==> src/rtl/key_pkg.sv <==
// Shared definitions for key-input blocks: channel FSM encoding and default
// timing constants for a 50 MHz system clock.
package key_pkg;

  typedef enum logic [1:0] {
    KEY_IDLE         = 2'd0,
    KEY_PRESS_WAIT   = 2'd1,
    KEY_HELD         = 2'd2,
    KEY_RELEASE_WAIT = 2'd3
  } key_fsm_e;

  // 20 ms debounce window and 1 s long-press time at 50 MHz
  localparam int KEY_DEFAULT_DEBOUNCE_CYCLES = 1000000;
  localparam int KEY_DEFAULT_LONG_CYCLES     = 50000000;
  localparam int KEY_SYNC_STAGES             = 2;

endpackage

==> src/rtl/key_channel.sv <==
// One debounced key channel: 2-flop synchroniser, press/hold/release FSM and
// a shared debounce/long-press counter with registered event pulses.
module key_channel
  import key_pkg::*;
#(
  parameter int DEBOUNCE_CYCLES = KEY_DEFAULT_DEBOUNCE_CYCLES,
  parameter int LONG_CYCLES     = KEY_DEFAULT_LONG_CYCLES,
  parameter bit ACTIVE_LOW      = 1'b1
) (
  input  logic clk,
  input  logic rst_n,
  input  logic key,
  output logic key_state,
  output logic press_pulse,
  output logic release_pulse,
  output logic long_pulse
);

  localparam int CW = $clog2(LONG_CYCLES);
  localparam logic [CW-1:0] DEB_LAST  = CW'(DEBOUNCE_CYCLES - 1);
  localparam logic [CW-1:0] LONG_LAST = CW'(LONG_CYCLES - 1);

  logic [KEY_SYNC_STAGES-1:0] sync;
  logic                       s;

  key_fsm_e      state, state_next;
  logic [CW-1:0] cnt, cnt_next;
  logic          long_done, long_done_next;
  logic          key_state_next;
  logic          press_next, release_next, long_next;

  // Synchroniser resets to the released pin level so reset never looks like a press
  always_ff @(posedge clk or negedge rst_n) begin
    if (!rst_n) begin
      sync <= {KEY_SYNC_STAGES{ACTIVE_LOW}};
    end else begin
      sync <= {sync[KEY_SYNC_STAGES-2:0], key};
    end
  end

  assign s = sync[KEY_SYNC_STAGES-1] ^ ACTIVE_LOW;

  always_ff @(posedge clk or negedge rst_n) begin
    if (!rst_n) begin
      state         <= KEY_IDLE;
      cnt           <= '0;
      long_done     <= 1'b0;
      key_state     <= 1'b0;
      press_pulse   <= 1'b0;
      release_pulse <= 1'b0;
      long_pulse    <= 1'b0;
    end else begin
      state         <= state_next;
      cnt           <= cnt_next;
      long_done     <= long_done_next;
      key_state     <= key_state_next;
      press_pulse   <= press_next;
      release_pulse <= release_next;
      long_pulse    <= long_next;
    end
  end

  always_comb begin
    state_next     = state;
    cnt_next       = cnt;
    long_done_next = long_done;
    unique case (state)
      KEY_IDLE: begin
        if (s) begin
          state_next = KEY_PRESS_WAIT;
          cnt_next   = '0;
        end
      end
      KEY_PRESS_WAIT: begin
        if (!s) begin
          state_next = KEY_IDLE;
          cnt_next   = '0;
        end else if (cnt == DEB_LAST) begin
          state_next = KEY_HELD;
          cnt_next   = '0;
        end else begin
          cnt_next = cnt + CW'(1);
        end
      end
      KEY_HELD: begin
        if (cnt == LONG_LAST && !long_done) begin
          long_done_next = 1'b1;
        end
        if (!s) begin
          state_next = KEY_RELEASE_WAIT;
          cnt_next   = '0;
        end else if (cnt != LONG_LAST) begin
          cnt_next = cnt + CW'(1);
        end
      end
      KEY_RELEASE_WAIT: begin
        // A bounce back to pressed keeps long_done so one press gives one long event
        if (s) begin
          state_next = KEY_HELD;
          cnt_next   = '0;
        end else if (cnt == DEB_LAST) begin
          state_next     = KEY_IDLE;
          cnt_next       = '0;
          long_done_next = 1'b0;
        end else begin
          cnt_next = cnt + CW'(1);
        end
      end
      default: begin
        state_next = KEY_IDLE;
        cnt_next   = '0;
      end
    endcase
  end

  always_comb begin
    press_next     = (state == KEY_PRESS_WAIT) && s && (cnt == DEB_LAST);
    release_next   = (state == KEY_RELEASE_WAIT) && !s && (cnt == DEB_LAST);
    long_next      = (state == KEY_HELD) && (cnt == LONG_LAST) && !long_done;
    key_state_next = key_state;
    if (press_next) begin
      key_state_next = 1'b1;
    end else if (release_next) begin
      key_state_next = 1'b0;
    end
  end

endmodule

==> src/rtl/multi_key_debounce.sv <==
// Bank of N_KEYS independent debounced key channels with press, release and
// long-press event pulses.
module multi_key_debounce
  import key_pkg::*;
#(
  parameter int N_KEYS          = 4,
  parameter int DEBOUNCE_CYCLES = KEY_DEFAULT_DEBOUNCE_CYCLES,
  parameter int LONG_CYCLES     = KEY_DEFAULT_LONG_CYCLES,
  parameter bit ACTIVE_LOW      = 1'b1
) (
  input  logic              clk,
  input  logic              rst_n,
  input  logic [N_KEYS-1:0] key,
  output logic [N_KEYS-1:0] key_state,
  output logic [N_KEYS-1:0] press_pulse,
  output logic [N_KEYS-1:0] release_pulse,
  output logic [N_KEYS-1:0] long_pulse
);

  for (genvar i = 0; i < N_KEYS; i++) begin : g_chan
    key_channel #(
      .DEBOUNCE_CYCLES(DEBOUNCE_CYCLES),
      .LONG_CYCLES    (LONG_CYCLES),
      .ACTIVE_LOW     (ACTIVE_LOW)
    ) u_chan (
      .clk          (clk),
      .rst_n        (rst_n),
      .key          (key[i]),
      .key_state    (key_state[i]),
      .press_pulse  (press_pulse[i]),
      .release_pulse(release_pulse[i]),
      .long_pulse   (long_pulse[i])
    );
  end

endmodule

==> config.mk <==
export PLATFORM = sky130hd
export DESIGN_NAME = multi_key_debounce
export DESIGN_NICKNAME = d
export VERILOG_FILES = /design/src/rtl/key_pkg.sv /design/src/rtl/key_channel.sv /design/src/rtl/multi_key_debounce.sv
export SDC_FILE = /design/constraint.sdc
export NUM_CORES = 1
export LEC_CHECK = 0
export BUFFER_PORTS_ARGS = -buffer_cell sky130_fd_sc_hd__buf_4
export CAP_MARGIN = 5
export CELL_PAD_IN_SITES_DETAIL_PLACEMENT = 1
export CELL_PAD_IN_SITES_GLOBAL_PLACEMENT = 2
export CORE_ASPECT_RATIO = 1.1
export CORE_MARGIN = 1
export CORE_UTILIZATION = 30
export CTS_BUF_LIST = sky130_fd_sc_hd__clkbuf_4
export CTS_CLUSTER_DIAMETER = 200
export CTS_CLUSTER_SIZE = 30
export DETAILED_ROUTE_END_ITERATION = 8
export GPL_TIMING_DRIVEN = 0
export MAX_ROUTING_LAYER = met4
export PLACE_DENSITY = 0.71
export SETUP_SLACK_MARGIN = 0.4
export SLEW_MARGIN = 0
export SYNTH_ARGS = -nofsm -noshare
export SYNTH_HDL_FRONTEND = slang
export SYNTH_HIERARCHICAL = 1
export SYNTH_SLANG_ARGS = --single-unit
==> constraint.sdc <==
create_clock -name clk -period 2.35 [get_ports clk]
set_clock_uncertainty 0.05 [all_clocks]
set_input_delay 0.1175 -clock clk [delete_from_list [all_inputs] [get_ports clk]]
set_output_delay 0.1175 -clock clk [all_outputs]
set_load 0.02 [all_outputs]
# Yosys cells after proc, flatten, opt, wreduce, memory -nomap -nowiden
# Index checks and enable logic that the tools add are counted.
[op_classes]
reduce_logical = 56
bitwise_logic = 4
n_eq_ne = 56
addsub = 4
n_mux = 80
[op_table]
columns = ["op", "count"]
rows = [
  ["two-way mux 26 bit", 24],
  ["one-hot mux 26 bit (4 select lines)", 4],
  ["adder 26 x 1 -> 26 bit (second input constant)", 4],
  ["equality test 26 x 20 -> 1 bit (second input constant)", 4],
  ["equality test 26 bit (second input constant)", 4],
  ["inequality test 26 bit (second input constant)", 4],
  ["two-way mux 2 bit", 24],
  ["inequality test 2 x 1 -> 1 bit (second input constant)", 16],
  ["one-hot mux 2 bit (4 select lines)", 4],
  ["AND reduction 4 bit", 8],
  ["logical AND 1 bit", 28],
  ["inequality test 3 x 1 -> 1 bit (second input constant)", 8],
  ["two-way mux 1 bit", 20],
  ["equality test 2 bit (second input constant)", 8],
  ["nonzero test 2 bit", 8],
  ["inequality test 3 bit (second input constant)", 4],
  ["equality test 2 x 1 -> 1 bit (second input constant)", 4],
  ["logical NOT 2 bit", 4],
  ["inequality test 2 bit (second input constant)", 4],
  ["one-hot mux 1 bit (2 select lines)", 4],
  ["AND reduction 2 bit", 4],
  ["logical NOT 1 bit", 4],
  ["inverter 1 bit", 4],
]
[word_totals]
regBits = 140
output_inout_bits = 16

# Logic depth before layout (Yosys ltp)
[logic_depth]
depth_word = 5
ltp_mapped = 9
ltp_nobuf = 7

# Cells and area by module
# Netlist, hierarchy kept.
[by_module_without_submodules]
columns = ["module", "cells_each", "seq_area_each_um2", "n_inst", "area_each_um2"]
rows = [
  ["key_channel at g_chan[0].u_chan ...", 244, 878.3, 3, 2090.8],
  ["key_channel at g_chan[3].u_chan", 205, 878.3, 1, 1975.6],
]

# Worst setup path after synthesis
# Ideal clock, no wire load.
[synth_path]
kind = "reg-to-reg"
startpoint = "register g_chan[0].u_chan.cnt[0]"
endpoint = "register g_chan[0].u_chan.cnt[15]"
t_arrival_ns = 1.966
n_path_buf = 1
setup_slack_ns = 0.215
setup_time_ns = 0.119
path_stages_with_launch = 9
period_less_slack_ns = 2.135
t_required_ns = 2.181
cell_sequence = "dfrtp_1 ha_1 and2_0 nand4_2 or3b_4 a21oi_4 buf_6 nor2_1 o21ba_2"
[synth_between]
elab_chain_len = 4
elab_cells_between_ends = 11
[synth_rtl]
columns = ["item", "line", "source"]
rows = [
  ["start: declaration", "key_channel.sv:27", "logic [CW-1:0] cnt, cnt_next;"],
  ["start signal: assignment", "key_channel.sv:54", "cnt <= cnt_next;"],
  ["adder 26 x 1 -> 26 bit / equality test 26 x 20 -> 1 bit (equally long branches)", "--", ""],
  ["two-way mux 26 bit (on tied branches)", "key_channel.sv:78, key_channel.sv:101, key_channel.sv:92", ""],
  ["two-way mux 26 bit (on tied branches)", "key_channel.sv:98, key_channel.sv:89, key_channel.sv:75", ""],
  ["one-hot mux 26 bit (4 select lines)", "key_channel.sv:67", "unique case (state)"],
]
# Several ways; a longest one is shown, not always the timed one. The select of a mux whose other input is x is not followed.
# A chain may end at the register's enable or synchronous reset.

# Worst setup path in the final report
[layout_path]
startpoint = "register g_chan[2].u_chan.cnt[16]"
endpoint = "register g_chan[2].u_chan.cnt[20]"
[layout_between]
elab_chain_len = 4
elab_cells_between_ends = 11
[layout_rtl]
columns = ["item", "line"]
rows = [
  ["start: declaration", "key_channel.sv:27"],
  ["start signal: assignment", "key_channel.sv:54"],
  ["adder 26 x 1 -> 26 bit / equality test 26 x 20 -> 1 bit (equally long branches)", "--"],
  ["two-way mux 26 bit (on tied branches)", "key_channel.sv:78, key_channel.sv:101, key_channel.sv:92"],
  ["two-way mux 26 bit (on tied branches)", "key_channel.sv:98, key_channel.sv:89, key_channel.sv:75"],
  ["one-hot mux 26 bit (4 select lines)", "key_channel.sv:67"],
]
# Several ways; a longest one is shown, not always the timed one. The select of a mux whose other input is x is not followed.

==> flow_metrics.tcl <==
set metrics [dict create \
    status "finished, violations left" \
    violations "negative setup slack" \
    relSlewSlack_pct 53.0 \
    grt_pass1_vias 8030 \
    hold_class "in -> async" \
    syn_area_sq_mm 0.00825 \
    drt-initial-drc-count 392 \
    antenna_found_initial 2 \
    cap_viol_max_count 0 \
    die_area_sq_mm 0.0282 \
    synth_seq_cells 140 \
    cts_max_path_buffers 2 \
    overflow 0 \
    grtUsageTotal_pct 19.5 \
    ys_async_sr_fraction_pct 100 \
    p_per_area_mw_per_mm2 392 \
    io_pins 22 \
    clkPwrFrac_pct 36.0 \
    synth_ff_type "dfrtp_1" \
    dpl_cell_area_sq_mm 0.00901 \
    numCtsBuffers 17 \
    hpwl_um 16500 \
    tritoncts "done" \
    yosysMostFrequentCell "dfrtp_1" \
    rsz0062_at_grt "true" \
    required_ps 2820 \
    crit_path_max_fanout 6 \
    p_leak_nw 5.12 \
    yosys.area.top_type "dfrtp_1" \
    fin_nets 1140 \
    slew_violations 0 \
    cts_sinks 140 \
    chipWidth_um 160 \
    avgSynthCellArea_sq_um 8.80 \
    clk-insertion-delay-late_ps 590 \
    drive_above_1_share_pct 44.7 \
    p_int_w 0.00335 \
    p_seq_share_pct 52.0 \
    root_buffer "clkbuf_4" \
    ant_nets 0 \
    final_hold_viol_count 0 \
    fin_area_sq_mm 0.0121 \
    yosysWarnings 6 \
    synth-edff-count 0 \
    dr.max_layer_used "met4" \
    grt_pass1_wl_um 43000 \
    drc 0 \
    viasPerCell 5.40 \
    p_sw_w 0.00138 \
    coreArea_sq_mm 0.0270 \
    grt_start_max_net_pins 73 \
    vias 8104 \
    drtPass1Iterations 5 \
    wl_per_cell_um 18.0 \
    pre_cts_ws_ps -207 \
    yosysTopAreaCellShare_pct 40.0 \
    place_congestion 0.779 \
    finalSetupViolations 15 \
    fin_crit_ps 2390 \
    chipHeight_um 176 \
    start_kind "register" \
    ys_types 70 \
    rows 63 \
    routed-wl-met3_um 580 \
    tightestPinTransition_ps 705 \
    nFillCells 3071 \
    peakVddDrop_mv 0.262 \
    combPwrFrac_pct 12.1 \
    cts-htree-levels 4 \
    wl_met1_um 12200 \
    holdWs_ps 32.6 \
    finalWirelength_um 27000 \
    synth_common_cells "dfrtp_1 (132), nand2_1 (130), nor2_1 (79)" \
    io_buffer_count 21 \
    sw_frac_of_total_pct 29.1 \
    end_kind "register" \
    ys_top_cells_by_area "dfrtp_1 (40%), nand2_1 (5.9%), nand3_1 (4.5%), o21ai_0 (4.1%), nor2_1 (3.6%)" \
    path_clk_slew_ps 140 \
    syn_inst 937 \
    syn2layout_area_growth_pct 46.1 \
    syn-num-nets 947 \
    arrival_ps 2850 \
    finalCritPeriodShare_pct 102 \
    yosysSeqAreaShare_pct 42.6 \
    setup_ws_ps -36.5 \
    path_class "reg -> reg" \
    max_freq_ghz 0.419 \
    initial_core_util_pct 30.6 \
    dr_wl_met2_um 13900 \
]
[cell families (layout without fill, tap and decap cells)]
logic type,Yosys count,in the layout,synth area share [%]
buf+inv,58,264,3.88
mux,8,8,1.02
other cells,0,2,0
flops,140,140,42.6
xor+xnor,18,18,1.91
compound gates,193,193,15.5
simple gates,516,516,34.5
fa+ha+maj,4,4,0.607
[sequential cells by signal, indices dropped and copies added, names as in the netlist, named ones only]
signal,cells
g_chan.u_chan/long_pulse,4
g_chan.u_chan/state,4
g_chan.u_chan/long_done,4
g_chan.u_chan/key_state,4
g_chan.u_chan/sync,8
g_chan.u_chan/cnt,104
g_chan.u_chan/press_pulse,4
g_chan.u_chan/release_pulse,4
[per-layer routing]
metal / global-route usage [%] / vias up
met1: 24.9 / 4117
met4: 4.88 / 0
met5: - / -
met2: 32.7 / 88
met3: 2.57 / 30
li1: - / 3869
[layout by cell type, fill, tap and decap left out, types with 10 or more instances in the layout]
| cell | netlist | routed |
|---|---|---|
| nand2_2 | 0 | 18 |
| nand3_1 | 74 | 52 |
| or3_1 | 34 | 21 |
| xor2_1 | 12 | 12 |
| buf_12 | 3 | 11 |
| dfrtp_1 | 132 | 95 |
| nand3_2 | 1 | 21 |
| o21ai_0 | 68 | 44 |
| o21ai_1 | 3 | 17 |
| a21oi_4 | 4 | 10 |
| nand4_1 | 34 | 34 |
| nor4_4 | 1 | 16 |
| nand2_1 | 130 | 96 |
| nor2_1 | 79 | 66 |
| o21ai_2 | 3 | 10 |
| and3_1 | 22 | 22 |
| nor3_1 | 32 | 25 |
| buf_4 | 3 | 116 |
| or3_4 | 0 | 13 |
| nand2_4 | 0 | 16 |
| clkbuf_4 | 0 | 18 |
| a21oi_2 | 9 | 25 |
| a21oi_1 | 44 | 22 |
| inv_1 | 22 | 22 |
| dfrtp_2 | 0 | 37 |
| buf_6 | 3 | 46 |
[what timing repair did]
item,in CTS,in global routing
pin swaps,78,99
buffers inserted,79,57
hold buffers,5,0
cloned,8,3
gates resized for setup,152,200
endpoints found under the hold margin,94,0
endpoints found under the setup margin,121,123
[worst paths after layout]
kind                                          startpoint                        to  slack [ps]  depth (start not counted)
worst max-delay path            g_chan[2].u_chan/cnt[16]  g_chan[2].u_chan/cnt[20]         -40                          8
worst min-delay path                               rst_n  g_chan[0].u_chan/cnt[18]          30                          2
worst max register to register  g_chan[2].u_chan/cnt[16]  g_chan[2].u_chan/cnt[20]         -40                          8
worst min register to register  g_chan[1].u_chan/sync[0]  g_chan[1].u_chan/sync[1]         300                          0
max in group asynchronous                          rst_n  g_chan[2].u_chan/sync[0]        1370                          3
min in group clk                                  key[3]  g_chan[3].u_chan/sync[0]         120                          2
[critical path: stages (launching register included)]
cell     delay [ps]
dfrtp_2         460
or3b_4          430
nor4_4          300
or3b_4          430
a21oi_4         200
buf_8           170
buf_12          130
a21oi_2          40
a21oi_2         110
[final cells by class]
type | instances | area [sq um] | area share, %
Inverter | 22 | 82.6 | 0.685
Tap cell | 357 | 447 | 3.71
Timing Repair Buffer | 174 | 1730 | 14.3
Antenna cell | 2 | 5.00 | 0.0415
Sequential cell | 140 | 3560 | 29.5
Multi-Input combinational cell | 739 | 5620 | 46.6
Clock inverter | 15 | 164 | 1.36
Clock buffer | 17 | 128 | 1.06
Buffer | 36 | 325 | 2.70
[power groups by stage]
stage	sequential [W]	clock, W	combinational [W]
after floorplan	0.00250	0	0.000181
after global placement	0.00250	0	0.000306
after detailed placement	0.00250	0	0.000316
after CTS	0.00246	0.00178	0.000482
after global routing	0.00246	0.00187	0.000614
final	0.00246	0.00170	0.000569
[through the flow]
step           util [%]  cells  total power, W  setup TNS, ps
3_5_place_dp       33.4   1316         0.00282          -8160
4_1_cts            39.8   1440         0.00472              0
6_report           44.7   1502         0.00473           -187
3_3_place_gp       33.3   1315         0.00281          -5980
5_1_grt            44.7   1502         0.00495          -2260
2_1_floorplan         -    937         0.00268              0
(Power assumes the default switching activity.)
